### config.mk
export PLATFORM = sky130hd
export DESIGN_NAME = vs_inner_product_sequencer
export DESIGN_NICKNAME = d
export VERILOG_FILES = /design/src/rtl/verisparse_pkg.sv /design/src/rtl/vs_inner_product_sequencer_mac.sv /design/src/rtl/vs_inner_product_sequencer.sv
export SDC_FILE = /design/constraint.sdc
export NUM_CORES = 2
export LEC_CHECK = 0
export CORE_ASPECT_RATIO = 1.25
export CORE_MARGIN = 8
export CORE_UTILIZATION = 45
export DETAILED_ROUTE_END_ITERATION = 16
export GPL_ROUTABILITY_DRIVEN = 0
export PLACE_DENSITY = 0.72
export SYNTH_ARGS = -nofsm -noshare
export SYNTH_HDL_FRONTEND = slang
export SYNTH_SLANG_ARGS = --single-unit
### constraint.sdc
create_clock -name clk -period 14.02 [get_ports clk]
set_input_delay 2.103 -clock clk [delete_from_list [all_inputs] [get_ports clk]]
set_output_delay 2.103 -clock clk [all_outputs]
set_load 0.02 [all_outputs]
### src/rtl/verisparse_pkg.sv
// verisparse shared types: fixed-point words, inner-product sequencer states,
// and saturation / magnitude helpers.
`default_nettype none

package verisparse;

  localparam int SIGNAL_SIZE_DEFAULT     = 16;
  localparam int DICTIONARY_SIZE_DEFAULT = 64;
  localparam int FP_Q_DEFAULT            = 15;
  localparam int FP_DATA_BUS_WIDTH       = 32;
  localparam int VS_ACC_WIDTH            = 64;

  typedef logic signed [31:0]             fp_32_t;
  typedef logic signed [VS_ACC_WIDTH-1:0] fp_64_t;

  typedef enum logic [2:0] {
    VS_IPS_IDLE  = 3'd0,
    VS_IPS_RUN   = 3'd1,
    VS_IPS_FLUSH = 3'd2,
    VS_IPS_WRITE = 3'd3,
    VS_IPS_DONE  = 3'd4
  } vs_ips_state_t;

  localparam fp_64_t VS_FP32_MAX_64 = 64'sh0000_0000_7FFF_FFFF;
  localparam fp_64_t VS_FP32_MIN_64 = -64'sh0000_0000_8000_0000;

  // Arithmetic (floor) shift down by q, then clamp into the signed 32-bit range.
  function automatic fp_32_t vs_sat_fixed(input fp_64_t value, input int q);
    fp_64_t shifted;
    shifted = value >>> q;
    if (shifted > VS_FP32_MAX_64)
      return 32'sh7FFF_FFFF;
    else if (shifted < VS_FP32_MIN_64)
      return 32'sh8000_0000;
    else
      return shifted[31:0];
  endfunction

  // 33 bits so that |0x80000000| is representable.
  function automatic logic [32:0] vs_abs33(input fp_32_t value);
    logic [32:0] ext;
    ext = {value[31], value};
    return value[31] ? (~ext + 33'd1) : ext;
  endfunction

endpackage

`default_nettype wire

### src/rtl/vs_inner_product_sequencer_mac.sv
// Registered signed 32x32 multiply-accumulate into a 64-bit accumulator.
`default_nettype none

module vs_fixed_mac
  import verisparse::*;
(
  input  logic   clk,
  input  logic   reset,
  input  logic   clear,
  input  logic   enable,
  input  fp_32_t a,
  input  fp_32_t b,
  output fp_64_t acc_next
);

  fp_64_t acc;
  fp_64_t product;

  assign product  = fp_64_t'(a) * fp_64_t'(b);
  assign acc_next = acc + product;

  always_ff @(posedge clk) begin
    if (reset || clear)
      acc <= '0;
    else if (enable)
      acc <= acc_next;
  end

endmodule

`default_nettype wire

### src/rtl/vs_inner_product_sequencer.sv
// Correlation step of greedy pursuit: x[n] = <d_n, y> for every dictionary
// column, written saturated to x RAM while tracking the largest |x[n]|.
`default_nettype none

module vs_inner_product_sequencer
  import verisparse::*;
#(
  parameter  int M = SIGNAL_SIZE_DEFAULT,
  parameter  int N = DICTIONARY_SIZE_DEFAULT,
  parameter  int Q = FP_Q_DEFAULT,
  parameter  int W = FP_DATA_BUS_WIDTH,
  localparam int SIGNAL_ADDR_WIDTH         = $clog2(M),
  localparam int DICTIONARY_ADDR_WIDTH     = $clog2(M * N),
  localparam int REPRESENTATION_ADDR_WIDTH = (N > 1) ? $clog2(N) : 1
) (
  input  logic                                 clk,
  input  logic                                 reset,
  input  logic                                 start,
  input  logic                                 abort,
  output logic                                 busy,
  output logic                                 done,
  output logic [SIGNAL_ADDR_WIDTH-1:0]         y_read_addr,
  input  logic [W-1:0]                         y_read_data,
  output logic [DICTIONARY_ADDR_WIDTH-1:0]     dict_read_addr,
  input  logic [W-1:0]                         dict_read_data,
  output logic                                 x_write_enable,
  output logic [REPRESENTATION_ADDR_WIDTH-1:0] x_write_addr,
  output logic [W-1:0]                         x_write_data,
  output logic [REPRESENTATION_ADDR_WIDTH-1:0] max_index,
  output logic [W-1:0]                         max_value
);

  vs_ips_state_t                       state;
  logic [SIGNAL_ADDR_WIDTH-1:0]         m;
  logic [REPRESENTATION_ADDR_WIDTH-1:0] n;
  logic                                 valid_d;

  fp_32_t y_sample;
  fp_32_t d_sample;
  fp_64_t acc_next;
  fp_32_t sat_result;
  logic   mac_clear;

  assign y_sample   = fp_32_t'(y_read_data);
  assign d_sample   = fp_32_t'(dict_read_data);
  assign mac_clear  = (state == VS_IPS_IDLE) || (state == VS_IPS_WRITE) ||
                      (state == VS_IPS_DONE);
  // In FLUSH the last product is still being added, so take the sum-in-flight.
  assign sat_result = vs_sat_fixed(acc_next, Q);

  vs_fixed_mac u_mac (
    .clk      (clk),
    .reset    (reset),
    .clear    (mac_clear),
    .enable   (valid_d),
    .a        (y_sample),
    .b        (d_sample),
    .acc_next (acc_next)
  );

  always_ff @(posedge clk) begin
    if (reset) begin
      state          <= VS_IPS_IDLE;
      m              <= '0;
      n              <= '0;
      valid_d        <= 1'b0;
      busy           <= 1'b0;
      done           <= 1'b0;
      y_read_addr    <= '0;
      dict_read_addr <= '0;
      x_write_enable <= 1'b0;
      x_write_addr   <= '0;
      x_write_data   <= '0;
      max_index      <= '0;
      max_value      <= '0;
    end else begin
      x_write_enable <= 1'b0;
      done           <= 1'b0;
      valid_d        <= (state == VS_IPS_RUN) && !abort;

      case (state)
        VS_IPS_IDLE: begin
          if (start) begin
            state          <= VS_IPS_RUN;
            busy           <= 1'b1;
            m              <= '0;
            n              <= '0;
            y_read_addr    <= '0;
            dict_read_addr <= '0;
            max_index      <= '0;
            max_value      <= '0;
          end
        end

        VS_IPS_RUN: begin
          if (abort) begin
            state <= VS_IPS_IDLE;
            busy  <= 1'b0;
          end else if (m == SIGNAL_ADDR_WIDTH'(M - 1)) begin
            state <= VS_IPS_FLUSH;
          end else begin
            m              <= m + 1'b1;
            y_read_addr    <= m + 1'b1;
            dict_read_addr <= dict_read_addr + 1'b1;
          end
        end

        VS_IPS_FLUSH: begin
          if (abort) begin
            state <= VS_IPS_IDLE;
            busy  <= 1'b0;
          end else begin
            state          <= VS_IPS_WRITE;
            x_write_enable <= 1'b1;
            x_write_addr   <= n;
            x_write_data   <= sat_result;
          end
        end

        VS_IPS_WRITE: begin
          // Strict compare: on a tie the earlier (lower) column is kept.
          if (vs_abs33(x_write_data) > vs_abs33(max_value)) begin
            max_index <= n;
            max_value <= x_write_data;
          end
          m <= '0;
          if (abort) begin
            state <= VS_IPS_IDLE;
            busy  <= 1'b0;
          end else if (n == REPRESENTATION_ADDR_WIDTH'(N - 1)) begin
            state <= VS_IPS_DONE;
            busy  <= 1'b0;
            done  <= 1'b1;
          end else begin
            state          <= VS_IPS_RUN;
            n              <= n + 1'b1;
            y_read_addr    <= '0;
            dict_read_addr <= dict_read_addr + 1'b1;
          end
        end

        VS_IPS_DONE: state <= VS_IPS_IDLE;

        default: begin
          state <= VS_IPS_IDLE;
          busy  <= 1'b0;
        end
      endcase
    end
  end

endmodule

`default_nettype wire

# [After elaboration in Yosys (flattened, before gate mapping)]
# Index checks and enable logic that the tools add are counted.
[totals] ff_bits=171 latchBits=0 ramBits=0 romBits=0 output_inout_bits=93 elab_cells=103 mem_count=0
[classes] add_sub_neg=6 multipliers=1 n_div=0 magnitude_cmp=3 n_eq_ne=15 shift=0 n_mux=40 bitwise=6 n_reduce_logical=18
[ops] op="$mux W32" count=4
[ops] op="$add A33 B1 Y33 const B" count=2
[ops] op="$mux W33" count=2
[ops] op="$not A33 Y33" count=2
[ops] op="$add A64 B64 Y64" count=1
[ops] op="$mul A32 B32 Y64" count=1
[ops] op="$pmux W32 S2" count=1
[ops] op="$mux W10" count=5
[ops] op="$gt A49 B32 Y1 const B" count=1
[ops] op="$lt A49 B32 Y1 const B" count=1
[ops] op="$gt A33 B33 Y1" count=1
[ops] op="$pmux W10 S3" count=1
[ops] op="$mux W6" count=4
[ops] op="$pmux W4 S3" count=2
[ops] op="$pmux W6 S2" count=2
[ops] op="$mux W4" count=5
[ops] op="$mux W3" count=5
[ops] op="$pmux W3 S4" count=1
[ops] op="$reduce_and A4 Y1" count=3
[ops] op="$add A10 B1 Y10 const B" count=1
[ops] op="$ne A2 B2 Y1 const B" count=5
[ops] op="$add A6 B1 Y6 const B" count=1
[ops] op="$eq A3 B2 Y1 const B" count=2
[ops] op="$eq A6 B6 Y1 const B" count=1
[ops] op="other kinds (21)" count=35

# [Depth between registers and ports, before layout]
[depth] ltp_word=6 ltp_mapped=32 ltp_nobuf=29

# [Cells and area by module]
# A second synthesis with hierarchy kept.
[hier_totals] hier_cells=5463 hier_area_um2=49269.8
[modules_own_cells] module="vs_fixed_mac" instances=1 cells_each=4671 area_per_inst_um2=42971.2 seq_area_each_um2=1281.2
[modules_own_cells] module="vs_inner_product_sequencer" instances=1 cells_each=792 area_per_inst_um2=6298.5 seq_area_each_um2=2142.1

# [Worst setup path after synthesis]
# OpenSTA, ideal clock, no wires.
[synth_path] path_kind="in2reg" startpoint="in dict_read_data[0]" endpoint="reg x_write_data[17]" setup_time_ns=0.143 arrival_ns=10.943 slack_ns=2.934 stages=29 path_buffers=3 cell_sequence="clkbuf_1 -> nand2_1 -> fa_1 -> fa_1 -> inv_1 -> fa_1 -> inv_1 -> fa_1 -> inv_1 -> fa_1 -> fa_1 -> fa_1 -> inv_1 -> fa_1 -> inv_1 -> ha_1 -> clkbuf_1 -> a211o_1 -> a21oi_1 -> a21oi_1 -> o21ai_0 -> mux2_2 -> nor4_4 -> or4b_1 -> nor4_2 -> nand4_1 -> nand2_2 -> buf_8 -> o32ai_2"
[synth_via] elab_chain_cells=5
[synth_lines] item="from (decl)" line="vs_inner_product_sequencer.sv:25" rtl="input logic [W-1:0] dict_read_data,"
[synth_lines] item="$mul A32 B32 Y64 (*)" line="vs_inner_product_sequencer_mac.sv:19" rtl="assign product = fp_64_t'(a) * fp_64_t'(b);"
[synth_lines] item="$add A64 B64 Y64 (*)" line="vs_inner_product_sequencer_mac.sv:20" rtl="assign acc_next = acc + product;"
[synth_lines] item="$lt A49 B32 Y1" line="verisparse_pkg.sv:33" rtl="else if (shifted < VS_FP32_MIN_64)"
[synth_lines] item="$mux W32" line="verisparse_pkg.sv:33"
[synth_lines] item="$mux W32 (*)" line="verisparse_pkg.sv:31" rtl="if (shifted > VS_FP32_MAX_64)"
[synth_lines] item="to (signal assigned)" line="vs_inner_product_sequencer.sv:116" rtl="x_write_data <= sat_result;"
[synth_lines] item="to (decl)" line="vs_inner_product_sequencer.sv:28" rtl="output logic [W-1:0] x_write_data,"
# Every way passes the cells marked *; elsewhere a longest branch is shown, timed or not.
# A chain may end at the register's enable or synchronous reset.

# [Worst setup path in the final report]
[layout_path] startpoint="in dict_read_data[7]" endpoint="reg x_write_data[2]"
# Same word-level chain as after synthesis.

==> summary.md <==
| Metric | Value |
|---|---|
| Status | finished, final reports clean |
| Post-CTS Repair Setup Buffers | 0 |
| Post-synth EDFFs | 0 |
| Clock root buffer | clkbuf_16 |
| Tot GR Track Use | a little over a fifth |
| # resized after CTS | 0 |
| Aggregate routed wire length | 129 mm |
| Worst Path Buf+Inv | 5 |
| Die height | roughly 390 um |
| Cts bufs inserted | 17 |
| Crit start category | input port |
| Post-synth ARST share | 0% |
| Post-synthesis sequential area ratio | approximately 6.9% |
| Synth unique cells | 82 |
| Largest net degree at the start of global routing | 81 |
| CP Class | in -> reg |
| Clock Skew | around 0.019 ns |
| Final TNS setup | 0 ns |
| H-tree depth | 4 |
| Worst Tran Pin Value | 1.22 ns |
| Max incr delay on CP | 1.28 ns |
| FF+latch area | approximately 3400 um^2 |
| Crit end category | flop |
| Hold violation count in the final report | 0 |
| Min Tclk post-route | around 12 ns |
| Final Setup Violations | 0 |
| Clk slew on worst S/H paths | approximately 0.070 ns |
| CTS tree | built |
| Final #Nets | a little under 7000 |
| Final period utilization | roughly 90% |
| Cell area after synthesis | 49600 um^2 |
| Worst skew pair latency | ~0.44 ns |
| Initial antenna violation count | 2 |
| Rel. slew slack | ~19% |
| Hpwl dp | around 110 mm |
| Chip Width | 313 um |
| Multi-input gate area in the final layout | 40500 um^2 |
| Initial Util | a little under half |
| Critical Path Fanout Max | 32 |
| CTS max path bufs | 2 |
| Syn_nets | roughly 7000 |
| Layout area overhead | 7.12% |
| Gr ovfl total | 0 |
| DR DRC count | 0 |
| Input/output buffers | 160 |
| Yosys reg bits | 171 |
| RSZ-0062 raised after global routing | false |
| Share of cells above drive strength 1 | 3.40% |
| Row cnt | 136 |
| Vias per cell | roughly 5.3 |
| Clk sinks | between 150 and 200 |
| Hold Buf Count CTS | 0 |
| Top Ports | 161 |
| DRT iter0 DRCs | between 2000 and 2500 |
| DR vias | ~37000 |
| Cell count after synthesis | about 5500 |
| Fin. max-slew vios | 0 |
| Critical path's top delay family | adder cells |
| Total core area | 110000 um^2 |
| Vias in the first global route | between 40000 and 50000 |
| Primary FF master, synth | dfxtp_1 |
| Die ar. | about 120000 um^2 |
| DR WL/cell | 18.7 um |
| First-pass GRT wire length | 213 mm |
| Worst EP required | 14.30 ns |
| Critical Path AT | 12.63 ns |
| Most used cell, CP | fa_1 |
| Worst path slowest cell | clkdlybuf4s50_1 |
| TritonRoute pass-1 iters | 5 |
| Worst min path class | reg -> reg |
| Filler cells | ~10000 |
| Yosys warns | 0 |
| Post-route ant nets | 0 |
| Max Fclk | 81.0 MHz |
| Syn avg cell area | around 9 um^2 |
| MaxCap Viol Count | 0 |
state kept, by name, summed over array words and instances (netlist names):
signal / count
u_mac.acc: 64
max_value: 32
x_write_data: 32
dict_read_addr: 10
max_index: 6
n: 6
x_write_addr: 6
m: 4
y_read_addr: 4
state: 3
busy: 1
done: 1
valid_d: 1
x_write_enable: 1
through the flow:
step	worst slack (ns)	util, %	instances	hold slack [ns]	area, um^2
floorplan	2.93	-	5453	0.445	49600
global placement	1.50	47.9	6855	0.443	52600
detailed placement	1.26	47.9	6855	0.446	52600
CTS	1.71	48.4	6887	0.457	53200
global route	1.08	48.4	6888	0.484	53200
finish	1.67	48.4	6888	0.452	53200
path summary, 6_finish.rpt:
path                      from              end  slack (ns)  cells after the start
min reg2reg     y_read_addr[1]   y_read_addr[1]        0.45                      2
min             y_read_addr[1]   y_read_addr[1]        0.45                      2
max reg2reg      u_mac.acc[22]  x_write_data[2]        4.93                     24
max          dict_read_data[7]  x_write_data[2]        1.67                     26
layout make-up:
cell class / instances / area share (%)
tap: 1449 / 3.41
clock inverter: 14 / 0.325
multi-input combinational: 3773 / 76.2
inverter: 1218 / 8.60
antenna: 1 / 0.00471
clock buffer: 18 / 0.807
timing repair buffer: 244 / 4.19
sequential: 171 / 6.45
cell families after synthesis:
kind of cell               after synthesis  share of synthesized area, %
buffers and inverters                 1509                          11.5
other                                    2                        0.0151
muxes                                   57                          1.16
DFF                                    171                          6.90
xor gates and xnor gates               139                          2.45
adders and majority gates             1466                          55.3
and+or+nand+nor                       1677                          16.5
AOI/OAI and AO/OA                      432                          6.16
synthesized netlist by cell type (9+ instances only):
library cell  instances  area, um^2
nor3_1               28         140
ha_1                256        3200
fa_1               1210       24200
a21o_1               33         248
or4_1                 9        67.6
buf_1                 9        33.8
xnor2_1              79         692
o211ai_1             12        90.1
o32ai_2              30         488
dfxtp_1             171        3420
nor2_1              210         788
o21a_1               18         135
and3_1               10        62.6
or2_2                11        68.8
inv_1              1218        4570
nand2_1             710        2670
mux2i_1              53         531
nand2b_1             63         394
clkbuf_1            264         991
o21ai_0              72         360
nor2b_1              35         219
a21oi_1             152         761
or3_1                19         119
o31ai_1              22         165
and2_1              443        2770
a211oi_1             18         135
buf_2                11        55.1
nand3_1              66         330
xor2_1               60         526
nand4_1              34         213
routing by layer:
metal	track usage, %	vias up	routed length, um
met5	0	-	0
met4	11.7	0	8200
met3	2.12	427	5410
met2	40.2	1201	70200
met1	24.2	19000	45300
li1	-	16100	-
placed cells by master, fill, tap and decap left out, types with 8 or more instances in the layout:
cell,count
a211oi_1,18
a21o_1,33
a21oi_1,152
and2_1,443
and3_1,10
buf_4,85
clkbuf_16,17
clkdlybuf4s50_1,159
dfxtp_1,170
fa_1,1210
ha_1,256
inv_1,1218
mux2i_1,53
nand2_1,709
nand2b_1,63
nand3_1,66
nand4_1,34
nor2_1,210
nor2b_1,35
nor3_1,28
nor4_1,8
o211ai_1,12
o21a_1,18
o21ai_0,72
o31ai_1,22
o32ai_2,30
o41ai_1,8
or2_2,11
or3_1,18
or4_1,9
xnor2_1,79
xor2_1,60
worst register-to-register path: cells and delay by family (launching register included):
family                     cells  cell delay [ns]
adders and majority gates      9             4.48
and+or+nand+nor                3             1.25
DFF                            1             0.34
buffers and inverters          4             0.25
AOI/OAI and AO/OA              8             2.60
Power is not shown: default switching activity piles up to over one toggle a cycle in this logic, so the estimate is an artifact.
